## config.mk

```make
export PLATFORM = sky130hd
export DESIGN_NAME = i2s_tx_sequencer
export DESIGN_NICKNAME = d
export VERILOG_FILES = /design/src/rtl/i2s_tx_sequencer.sv
export SDC_FILE = /design/constraint.sdc
export NUM_CORES = 1
export LEC_CHECK = 0
export ABC_AREA = 1
export BUFFER_PORTS_ARGS = -buffer_cell sky130_fd_sc_hd__buf_2
export CORE_AREA = 2 2 132 70
export CTS_CLUSTER_DIAMETER = 60
export DETAILED_ROUTE_END_ITERATION = 10
export DIE_AREA = 0 0 134 72
export HOLD_SLACK_MARGIN = 0.03
export MAX_ROUTING_LAYER = met4
export PLACE_DENSITY_LB_ADDON = 0.2
export SLEW_MARGIN = 20
export SYNTH_ARGS = -nofsm -noshare
export SYNTH_HDL_FRONTEND = slang
export SYNTH_SLANG_ARGS = --single-unit
```

## constraint.sdc

```tcl
create_clock -name clk -period 2.3 [get_ports clk]
set_input_delay 0.345 -clock clk [delete_from_list [all_inputs] [get_ports clk]]
set_output_delay 0.345 -clock clk [all_outputs]
set_load 0.03 [all_outputs]
```

## src/rtl/i2s_tx_sequencer.sv

```systemverilog
// i2s_tx_sequencer: generates sclk/lr_clk from clk. It pulls 32-bit samples in
// L,R order from an upstream stream through a one-entry prefetch buffer and
// presents each one on bit_data at its slot start. When a slot starts with no
// sample buffered, the slot still runs and the underrun is flagged and counted.
//
// Optional build macro I2S_HOLD_LAST_EN: an underrun slot repeats the last word
// loaded for that channel instead of sending zero.
//
// Handshake: a sample transfers on a clk edge where s_valid && s_ready. s_valid
// may be asserted at any time. s_ready never depends on s_valid. A transfer on
// the slot-end cycle refills the buffer while the old word drains to bit_data.
module i2s_tx_sequencer #(
  parameter int CLK_DIV = 5,
  parameter int WIDTH   = 32,
  parameter int UCNT_W  = 16
) (
  input  logic              clk,
  input  logic              rst,
  input  logic              enable,
  input  logic [WIDTH-1:0]  s_data,
  input  logic              s_valid,
  output logic              s_ready,
  output logic              sclk,
  output logic              lr_clk,
  output logic [WIDTH-1:0]  bit_data,
  output logic              load,
  output logic              underrun,
  output logic [UCNT_W-1:0] underrun_cnt,
  output logic              busy
);

  localparam int DIV_W = $clog2(CLK_DIV);
  localparam int BIT_W = $clog2(WIDTH);
  localparam logic [DIV_W-1:0] DIV_LAST = DIV_W'(CLK_DIV - 1);
  localparam logic [BIT_W-1:0] BIT_LAST = BIT_W'(WIDTH - 1);

  typedef enum logic [1:0] {
    ST_IDLE  = 2'd0,
    ST_PRIME = 2'd1,
    ST_RUN   = 2'd2
  } state_t;

  // FSM state is kept as a named signal so checkers can bind to it.
  state_t state;

  logic [DIV_W-1:0] div_cnt;
  logic [BIT_W-1:0] bit_cnt;
  logic             buf_full;
  logic [WIDTH-1:0] buf_data;
  logic [WIDTH-1:0] fill_word;

  logic div_wrap;
  logic slot_end;
  logic stopping;
  logic prime_load;
  logic xfer;
  logic drain;
  logic flush;

`ifdef I2S_HOLD_LAST_EN
  logic [WIDTH-1:0] last_l;
  logic [WIDTH-1:0] last_r;
  // The next slot is left when lr_clk is currently 1.
  assign fill_word = lr_clk ? last_l : last_r;
`else
  assign fill_word = '0;
`endif

  // A slot ends on the falling sclk toggle that closes its final bit.
  assign div_wrap   = (div_cnt == DIV_LAST);
  assign slot_end   = (state == ST_RUN) && div_wrap && sclk && (bit_cnt == BIT_LAST);
  // Stop only at the boundary that would start a new left slot, so frames finish.
  assign stopping   = slot_end && lr_clk && !enable;
  assign prime_load = (state == ST_PRIME) && enable && buf_full;

  assign busy    = (state != ST_IDLE);
  assign s_ready = busy && (!buf_full || slot_end);
  assign xfer    = s_valid && s_ready;
  assign drain   = prime_load || (slot_end && !stopping);
  assign flush   = ((state == ST_PRIME) && !enable) || stopping;

  // Prefetch buffer: flush beats refill, and refill beats drain.
  always_ff @(posedge clk) begin
    if (rst) begin
      buf_full <= 1'b0;
      buf_data <= '0;
    end else if (flush) begin
      buf_full <= 1'b0;
    end else if (xfer) begin
      buf_full <= 1'b1;
      buf_data <= s_data;
    end else if (drain) begin
      buf_full <= 1'b0;
    end
  end

  // Sequencer FSM: clock generation, slot loads, underrun flagging and stop.
  always_ff @(posedge clk) begin
    if (rst) begin
      state        <= ST_IDLE;
      div_cnt      <= '0;
      bit_cnt      <= '0;
      sclk         <= 1'b0;
      lr_clk       <= 1'b0;
      bit_data     <= '0;
      load         <= 1'b0;
      underrun     <= 1'b0;
      underrun_cnt <= '0;
`ifdef I2S_HOLD_LAST_EN
      last_l       <= '0;
      last_r       <= '0;
`endif
    end else begin
      load     <= 1'b0;
      underrun <= 1'b0;
      case (state)
        ST_IDLE: begin
          sclk    <= 1'b0;
          lr_clk  <= 1'b0;
          div_cnt <= '0;
          bit_cnt <= '0;
          if (enable) state <= ST_PRIME;
        end
        ST_PRIME: begin
          if (!enable) begin
            state <= ST_IDLE;
          end else if (buf_full) begin
            bit_data <= buf_data;
            lr_clk   <= 1'b0;
            load     <= 1'b1;
            div_cnt  <= '0;
            bit_cnt  <= '0;
            sclk     <= 1'b0;
            state    <= ST_RUN;
`ifdef I2S_HOLD_LAST_EN
            last_l   <= buf_data;
`endif
          end
        end
        ST_RUN: begin
          if (!div_wrap) begin
            div_cnt <= div_cnt + DIV_W'(1);
          end else begin
            div_cnt <= '0;
            if (!sclk) begin
              sclk <= 1'b1;
            end else if (bit_cnt != BIT_LAST) begin
              sclk    <= 1'b0;
              bit_cnt <= bit_cnt + BIT_W'(1);
            end else begin
              sclk    <= 1'b0;
              bit_cnt <= '0;
              if (stopping) begin
                state  <= ST_IDLE;
                lr_clk <= 1'b0;
              end else begin
                lr_clk <= ~lr_clk;
                load   <= 1'b1;
                if (buf_full) begin
                  bit_data <= buf_data;
`ifdef I2S_HOLD_LAST_EN
                  if (lr_clk) last_l <= buf_data;
                  else        last_r <= buf_data;
`endif
                end else begin
                  bit_data <= fill_word;
                  underrun <= 1'b1;
                  if (underrun_cnt != {UCNT_W{1'b1}})
                    underrun_cnt <= underrun_cnt + UCNT_W'(1);
                end
              end
            end
          end
        end
        default: state <= ST_IDLE;
      endcase
    end
  end

endmodule
```

==> metrics.txt, run 1 <==
vias in the first global route 3801; post-synthesis compound-gate area fraction 0.04263; switching part of the total power 0.4179; I/O pin total 90; WHS Endpoint buf_data[26]$_SDFFE_PP0P_; largest net degree at the start of global routing 65; layout cells sized above 1 0.1702; first-pass GRT wire length 17.47 mm; Fin Setup TNS 0 ns; top cells by area in the synthesized netlist dfxtp_1 (42%), nand2_1 (20%), nor2_1 (14%); vias per cell 4.811; maximum VDD drop 0.7429 mV; multiplexer area fraction after synthesis 0; Worst R2R Setup Slack 0.15 ns; sequential share of power 0.361; final-stage net count 833; Critical Path Fanout Max 4; Switching Power 2.813 mW; antenna cells 0; Syn Nets 749; Internal 3.918 mW; # port buffers 89; clk_lat worst skew 0.35 ns; CP bufs+invs 2; cell with the most instances after synthesis nand2_1; combinational fraction of design power 0.406; Die ar. 9648 µm²; Worst EP arrival 1.89 ns; slowest cell delay on critical path 0.35 ns; RR Startpoint bit_cnt[0]$_SDFFE_PP0P_; drt total wl 10.61 mm; kind of critical path reg2out; post-synthesis sequential area ratio 0.4180; total of max-cap violations 0; TritonCTS Buffers 9; simple-gate portion of the synthesized area 0.4076; top cell type's share of synthesized area 0.4180; Post-Synth XOR/XNOR Area 0.007701; Pwr Density 1245 nW/µm²; H-tree depth 3; antenna violations before repair 0; flops & latches, synth 95; dominant synthesized flop cell dfxtp_1; GRT Total Usage 0.2340; synth unique cells 31; DR WL/cell 11.66 µm; clock-pin slew on the worst setup and hold paths 0.06 ns; Final Cycle Share 0.9704; Worst setup SP type flop; critical path required time 1.96 ns; R2R depth 14; gpl congestion 0.9662; HP Class in2reg; Fin. Hold Viols 0; # fillers 774; DR DRC count 0; EDFF count, synth 0; ANT nets after route 0; Max-Slew Margin vs Limit 0.6753; synth warn 0; fraction of registers with async set/reset 0; Starting Density 0.5391; Slew Limit Fails 0; final setup violating endpoints 0; worst slew pin tran 0.4864 ns; Clock Path Buffers 2; TritonCTS clock tree yes; CTS hold repair buffers 0; min Tclk post-route 2.232 ns; dpl hpwl 7.469 mm; status complete, no violations; area leader, netlist dfxtp_1; crit-path leading delay family simple AND/OR/NAND/NOR gates; drt first pass iters 6; Initial DRC Count 224; gr ovfl total 0; final cell count without fillers 910; Peak Freq 448.0 MHz; area delta synth->final 18.84%; post-synthesis adder-cell area fraction 0.02475; clock share of power 0.232; core area 8438 µm²; slowest stage cell, crit path dfxtp_2; dpl cells 892; Leak Pwr 2.623 nW; Synth top cells by count nand2_1 (245), nor2_1 (166), dfxtp_1 (95); largest family of logic cells by synthesized area simple AND/OR/NAND/NOR gates; Synth Area per Inst 6.462 µm²; RR Endpoint buf_data[10]$_SDFFE_PP0P_; synthesized area 4549 µm²; die height 72 µm; critical path endpoint category primary output; Setup Skew 0.01049 ns; WHS Path Cells 5; critical path's most frequent cell nand2_2; FP Rows 24; worst-path cell chain ha_1 -> inv_1 -> nor3_2 -> ha_2 -> nand2_2 -> nor2_4 -> nand2_2 -> a21oi_1 -> buf_4; hold slack 0.2895 ns; clock root cell clkbuf_16; Vias 4378; clock sinks 95; Hold Crit Start s_data[26]; die width 134 µm; Mapped Cells 704
## through the flow
stage,power [mW],cell area [µm²],worst slack [ns],utilization
finish,6.732,5406,0.06809,0.6407
global route,7.233,5406,-0.002992,0.6407
CTS,6.766,5380,0.01594,0.6376
detailed placement,5.176,5061,0.1131,0.5998
global placement,5.088,5061,0.2415,0.5998
floorplan,4.534,4549,0.3263,-
## registers in the layout (all words and copies together) (netlist names), 2 cells and up
name and count:
bit_cnt 5, state 2, underrun_cnt 16, bit_data 32
buf_data 32, div_cnt 3
## routing by layer
metal | wire [µm] | part of all wire | global-route usage | vias to the layer above
met5 | 0 | 0 | - | -
met1 | 5357 | 0.50 | 0.3226 | 1944
li1 | - | - | - | 2290
met2 | 4491 | 0.42 | 0.3430 | 133
met3 | 649 | 0.061 | 0.06219 | 11
met4 | 110 | 0.010 | 0.05910 | 0
## worst register-to-register path, stage by stage (launching register included)
cell	delay, ns
dfxtp_2	0.35
ha_1	0.16
inv_1	0.07
nor3_2	0.13
ha_2	0.22
nand2_2	0.08
nor2_4	0.16
nand2_2	0.08
nand2_1	0.08
nand3_2	0.13
nor2_8	0.12
buf_12	0.24
nand2_1	0.14
nand2_1	0.07
nor2_1	0.04
## area by class of cell
cell class                      count  area [µm²]  area share
Clock buffer                       11       252.7     0.04675
Clock inverter                      5       62.56     0.01157
Inverter                           75       281.5     0.05207
Multi-Input combinational cell    510        2213      0.4094
Sequential cell                    95        1904      0.3522
Tap cell                          117       146.4     0.02708
Timing Repair Buffer               97       545.5      0.1009
## layout by cell type (no fill, tap or decap), drive strengths merged, types with 2 or more instances in the layout
master	count
inv	77
xor2	3
nand2	249
clkbuf	11
nand3b	2
buf	97
ha	9
clkinvlp	2
nand3	25
a21oi	23
nor3	5
dfxtp	95
nor2	171
nand4	7
o21ai	11
## power by group through the flow
stage                     Sequential (mW)  Combinational, mW  Clock, mW
after global placement               2.44               2.65          0
final                                2.43               2.73       1.56
after global routing                 2.49               3.08       1.66
after detailed placement             2.47               2.71          0
after floorplan                      3.02               1.51          0
after CTS                            2.43               2.74       1.59
## worst max path at each step
stage,depth (start not counted),slack [ns],from,endpoint
2_1_floorplan,8,0.33,bit_cnt[0]$_SDFFE_PP0P_,s_ready
3_3_place_gp,14,0.24,bit_cnt[0]$_SDFFE_PP0P_,buf_data[10]$_SDFFE_PP0P_
3_5_place_dp,14,0.11,bit_cnt[0]$_SDFFE_PP0P_,buf_data[17]$_SDFFE_PP0P_
4_1_cts,9,0.02,bit_cnt[1]$_SDFFE_PP0P_,s_ready
5_1_grt,9,-0.003,bit_cnt[0]$_SDFFE_PP0P_,s_ready
6_report,9,0.07,bit_cnt[0]$_SDFFE_PP0P_,s_ready
## kinds of logic after synthesis
group	Yosys count
flip-flops	95
buffers and inverters	99
adder cells (fa/ha/maj)	9
XOR/XNOR	4
AND/OR/NAND/NOR	460
AO/OA/AOI/OAI	37
## repair_timing
| item | CTS | global route |
|---|---|---|
| gates resized for setup | 2 | 4 |
| setup endpoints to repair | 1 | 42 |
| buffers inserted | 0 | 2 |
| pin swaps | 0 | 2 |
Note: power is estimated with default switching activity, not from simulation.
==> run 2: changes to the inputs <==
--- a/config.mk
+++ b/config.mk
@@ -8,9 +8,11 @@
 export ABC_AREA = 1
 export BUFFER_PORTS_ARGS = -buffer_cell sky130_fd_sc_hd__buf_2
 export CORE_AREA = 2 2 132 70
+export CTS_BUF_LIST = sky130_fd_sc_hd__clkbuf_8 sky130_fd_sc_hd__clkbuf_16
 export CTS_CLUSTER_DIAMETER = 60
 export DETAILED_ROUTE_END_ITERATION = 10
 export DIE_AREA = 0 0 134 72
+export GPL_TIMING_DRIVEN = 1
 export HOLD_SLACK_MARGIN = 0.03
 export MAX_ROUTING_LAYER = met4
 export PLACE_DENSITY_LB_ADDON = 0.2
==> constraint.sdc (replaced) <==
create_clock -name clk -period 2.2 [get_ports clk]
set_input_delay 0.33 -clock clk [delete_from_list [all_inputs] [get_ports clk]]
set_output_delay 0.33 -clock clk [all_outputs]
set_load 0.03 [all_outputs]
==> metrics.txt, run 2 (synthesis gave the netlist of run 1 again) <==
status complete, no violations; RR Startpoint bit_cnt[0]$_SDFFE_PP0P_; top flop regs bit_data x32, buf_data x32, underrun_cnt x16; Fin. Hold Viols 0 (unchanged); Vias 4359 (-0.43%); most common cell after layout, fill and taps aside nand2_1; clock sinks 95 (unchanged); die height 72 µm (unchanged); Die ar. 9648 µm² (unchanged); Peak Freq 465.4 MHz; placed cell area 5096 µm² (+0.69%); drt first pass iters 5 (-1); first-pass GRT wire length 17.31 mm (-0.94%); Final Power 6.996 mW (+3.9%); worst-path cell chain ha_4 -> inv_2 -> nor3_2 -> ha_2 -> nand2_4 -> nor2_4 -> nand2_2 -> a21oi_2 -> buf_6; antenna cells 0 (unchanged); Post-Route Utilization 0.6486 (+0.007859); R2R depth 14 (unchanged); core area 8438 µm² (unchanged); # port buffers 89 (unchanged); HP Class in2reg; largest net degree at the start of global routing 57 (-12%); GRT Total Usage 0.2309 (-0.003104); Final Cycle Share 0.9766; vias in the first global route 3845 (+1.2%); crit path from bit_cnt[0]$_SDFFE_PP0P_; FP Rows 24 (unchanged); clock-pin slew on the worst setup and hold paths 0.06 ns (about the same); slowest cell delay on critical path 0.37 ns (+0.02 ns); TritonCTS Buffers 9 (unchanged); TritonCTS clock tree yes; H-tree depth 3 (unchanged); Critical Path Fanout Max 4 (unchanged); Worst R2R Setup Slack 0.13 ns (-0.02 ns); Setup Skew 0.004613 ns (-0.005880 ns); Initial DRC Count 217 (-3.1%); maximum VDD drop 0.9277 mV (+25%); slowest stage cell, crit path dfxtp_4; critical path required time 1.87 ns (-0.09 ns); final-stage net count 836 (+0.36%); Pwr Density 1278 nW/µm² (+2.7%); Max-Slew Margin vs Limit 0.6644 (-0.01082); gr ovfl total 0 (unchanged); ANT nets after route 0 (unchanged); min Tclk post-route 2.149 ns; worst slew pin tran 0.5026 ns (+0.01620 ns); gpl congestion 0.9472 (-2.0%); RSZ-0062 raised after global routing yes; Worst setup SP type flop; DR DRC count 0 (unchanged); DR WL/cell 11.28 µm (-3.2%); drt total wl 10.30 mm (-2.9%); critical path endpoint category primary output; most frequent cells in the layout nand2_1 (243), nor2_1 (165), dfxtp_1 (93), buf_2 (88), inv_1 (69); clk_lat worst skew 0.34 ns (about the same); layout cells sized above 1 0.1784 (+0.008152); Worst EP arrival 1.82 ns (-0.07 ns); clock root cell clkbuf_16; Leak Pwr 2.660 nW (+1.4%); kind of critical path reg2out; area delta synth->final 20.30%; Starting Density 0.5391 (unchanged); I/O pin total 90 (unchanged); vias per cell 4.774 (-0.76%); crit path capture s_ready; # fillers 768 (-0.78%); dpl hpwl 7.265 mm (-2.7%); Slew Limit Fails 0 (unchanged); Fin Setup TNS 0 ns (unchanged); antenna violations before repair 0 (unchanged); post-route cell area 5473 µm² (+1.2%); total of max-cap violations 0 (unchanged); Clock Path Buffers 2 (unchanged); die width 134 µm (unchanged); RR Endpoint bit_data[2]$_SDFFE_PP0P_; dpl cells 895 (+0.34%); final cell count without fillers 913 (+0.33%); final setup violating endpoints 0 (unchanged)
==> run 2: timing repair <==
item	CTS	global route
cloned	0	0
setup endpoints to repair	1	62
buffers inserted	1	1
gates resized for setup	7	9
hold buffers	0	0
pin swaps	2	6
==> run 2: stage by stage <==
step	setup WS, ns	hold WS, ns
after global placement	0.2096	0.4559
after CTS	0.01124	0.2596
final	0.05147	0.2780
after floorplan	0.2413	0.4497
after detailed placement	0.04166	0.4660
after global routing	-0.02227	0.2931
==> run 2: worst min-delay path by stage <==
stage                              start  depth (start not counted)  slack [ns]                   endpoint
2_1_floorplan    bit_cnt[4]$_SDFFE_PP0P_                          2        0.45    bit_cnt[4]$_SDFFE_PP0P_
3_3_place_gp   bit_data[17]$_SDFFE_PP0P_                          2        0.46  bit_data[17]$_SDFFE_PP0P_
3_5_place_dp   bit_data[29]$_SDFFE_PP0P_                          2        0.47  bit_data[29]$_SDFFE_PP0P_
4_1_cts                           enable                          3        0.26      state[1]$_SDFFE_PP0P_
5_1_grt                       s_data[23]                          5        0.29  buf_data[23]$_SDFFE_PP0P_
6_report                          enable                          3        0.28      state[1]$_SDFFE_PP0P_
==> run 2: cell type report <==
cell class | count | area (µm²) | share of cell area
tap | 117 | 146.4 | 0.02675
sequential | 95 | 1909 | 0.3489
multi-input combinational | 510 | 2242 | 0.4097
clock buffer | 11 | 252.7 | 0.04618
clock inverter | 5 | 56.30 | 0.01029
timing repair buffer | 100 | 584.3 | 0.1068
inverter | 75 | 281.5 | 0.05144
==> run 2: critical path: cells and delay by family, from the launching register on <==
family | cells | cell delay, ns
simple gates | 4 | 0.41
flops | 1 | 0.37
fa+ha+maj | 2 | 0.36
buf+inv | 2 | 0.19
compound gates | 1 | 0.16
==> run 2: power breakdown <==
group / total, mW / internal (mW) / switching [mW] / leakage (nW)
sequential: 2.55 / 2.25 / 0.298 / 0.777
combinational: 2.85 / 0.917 / 1.94 / 1.73
clock: 1.59 / 0.941 / 0.652 / 0.152
==> run 2: metal layers <==
metal / GRT usage / part of all wire
met2: 0.3481 / 0.42
met4: 0.07329 / 0.013
met5: - / 0
met1: 0.3138 / 0.50
met3: 0.04822 / 0.062
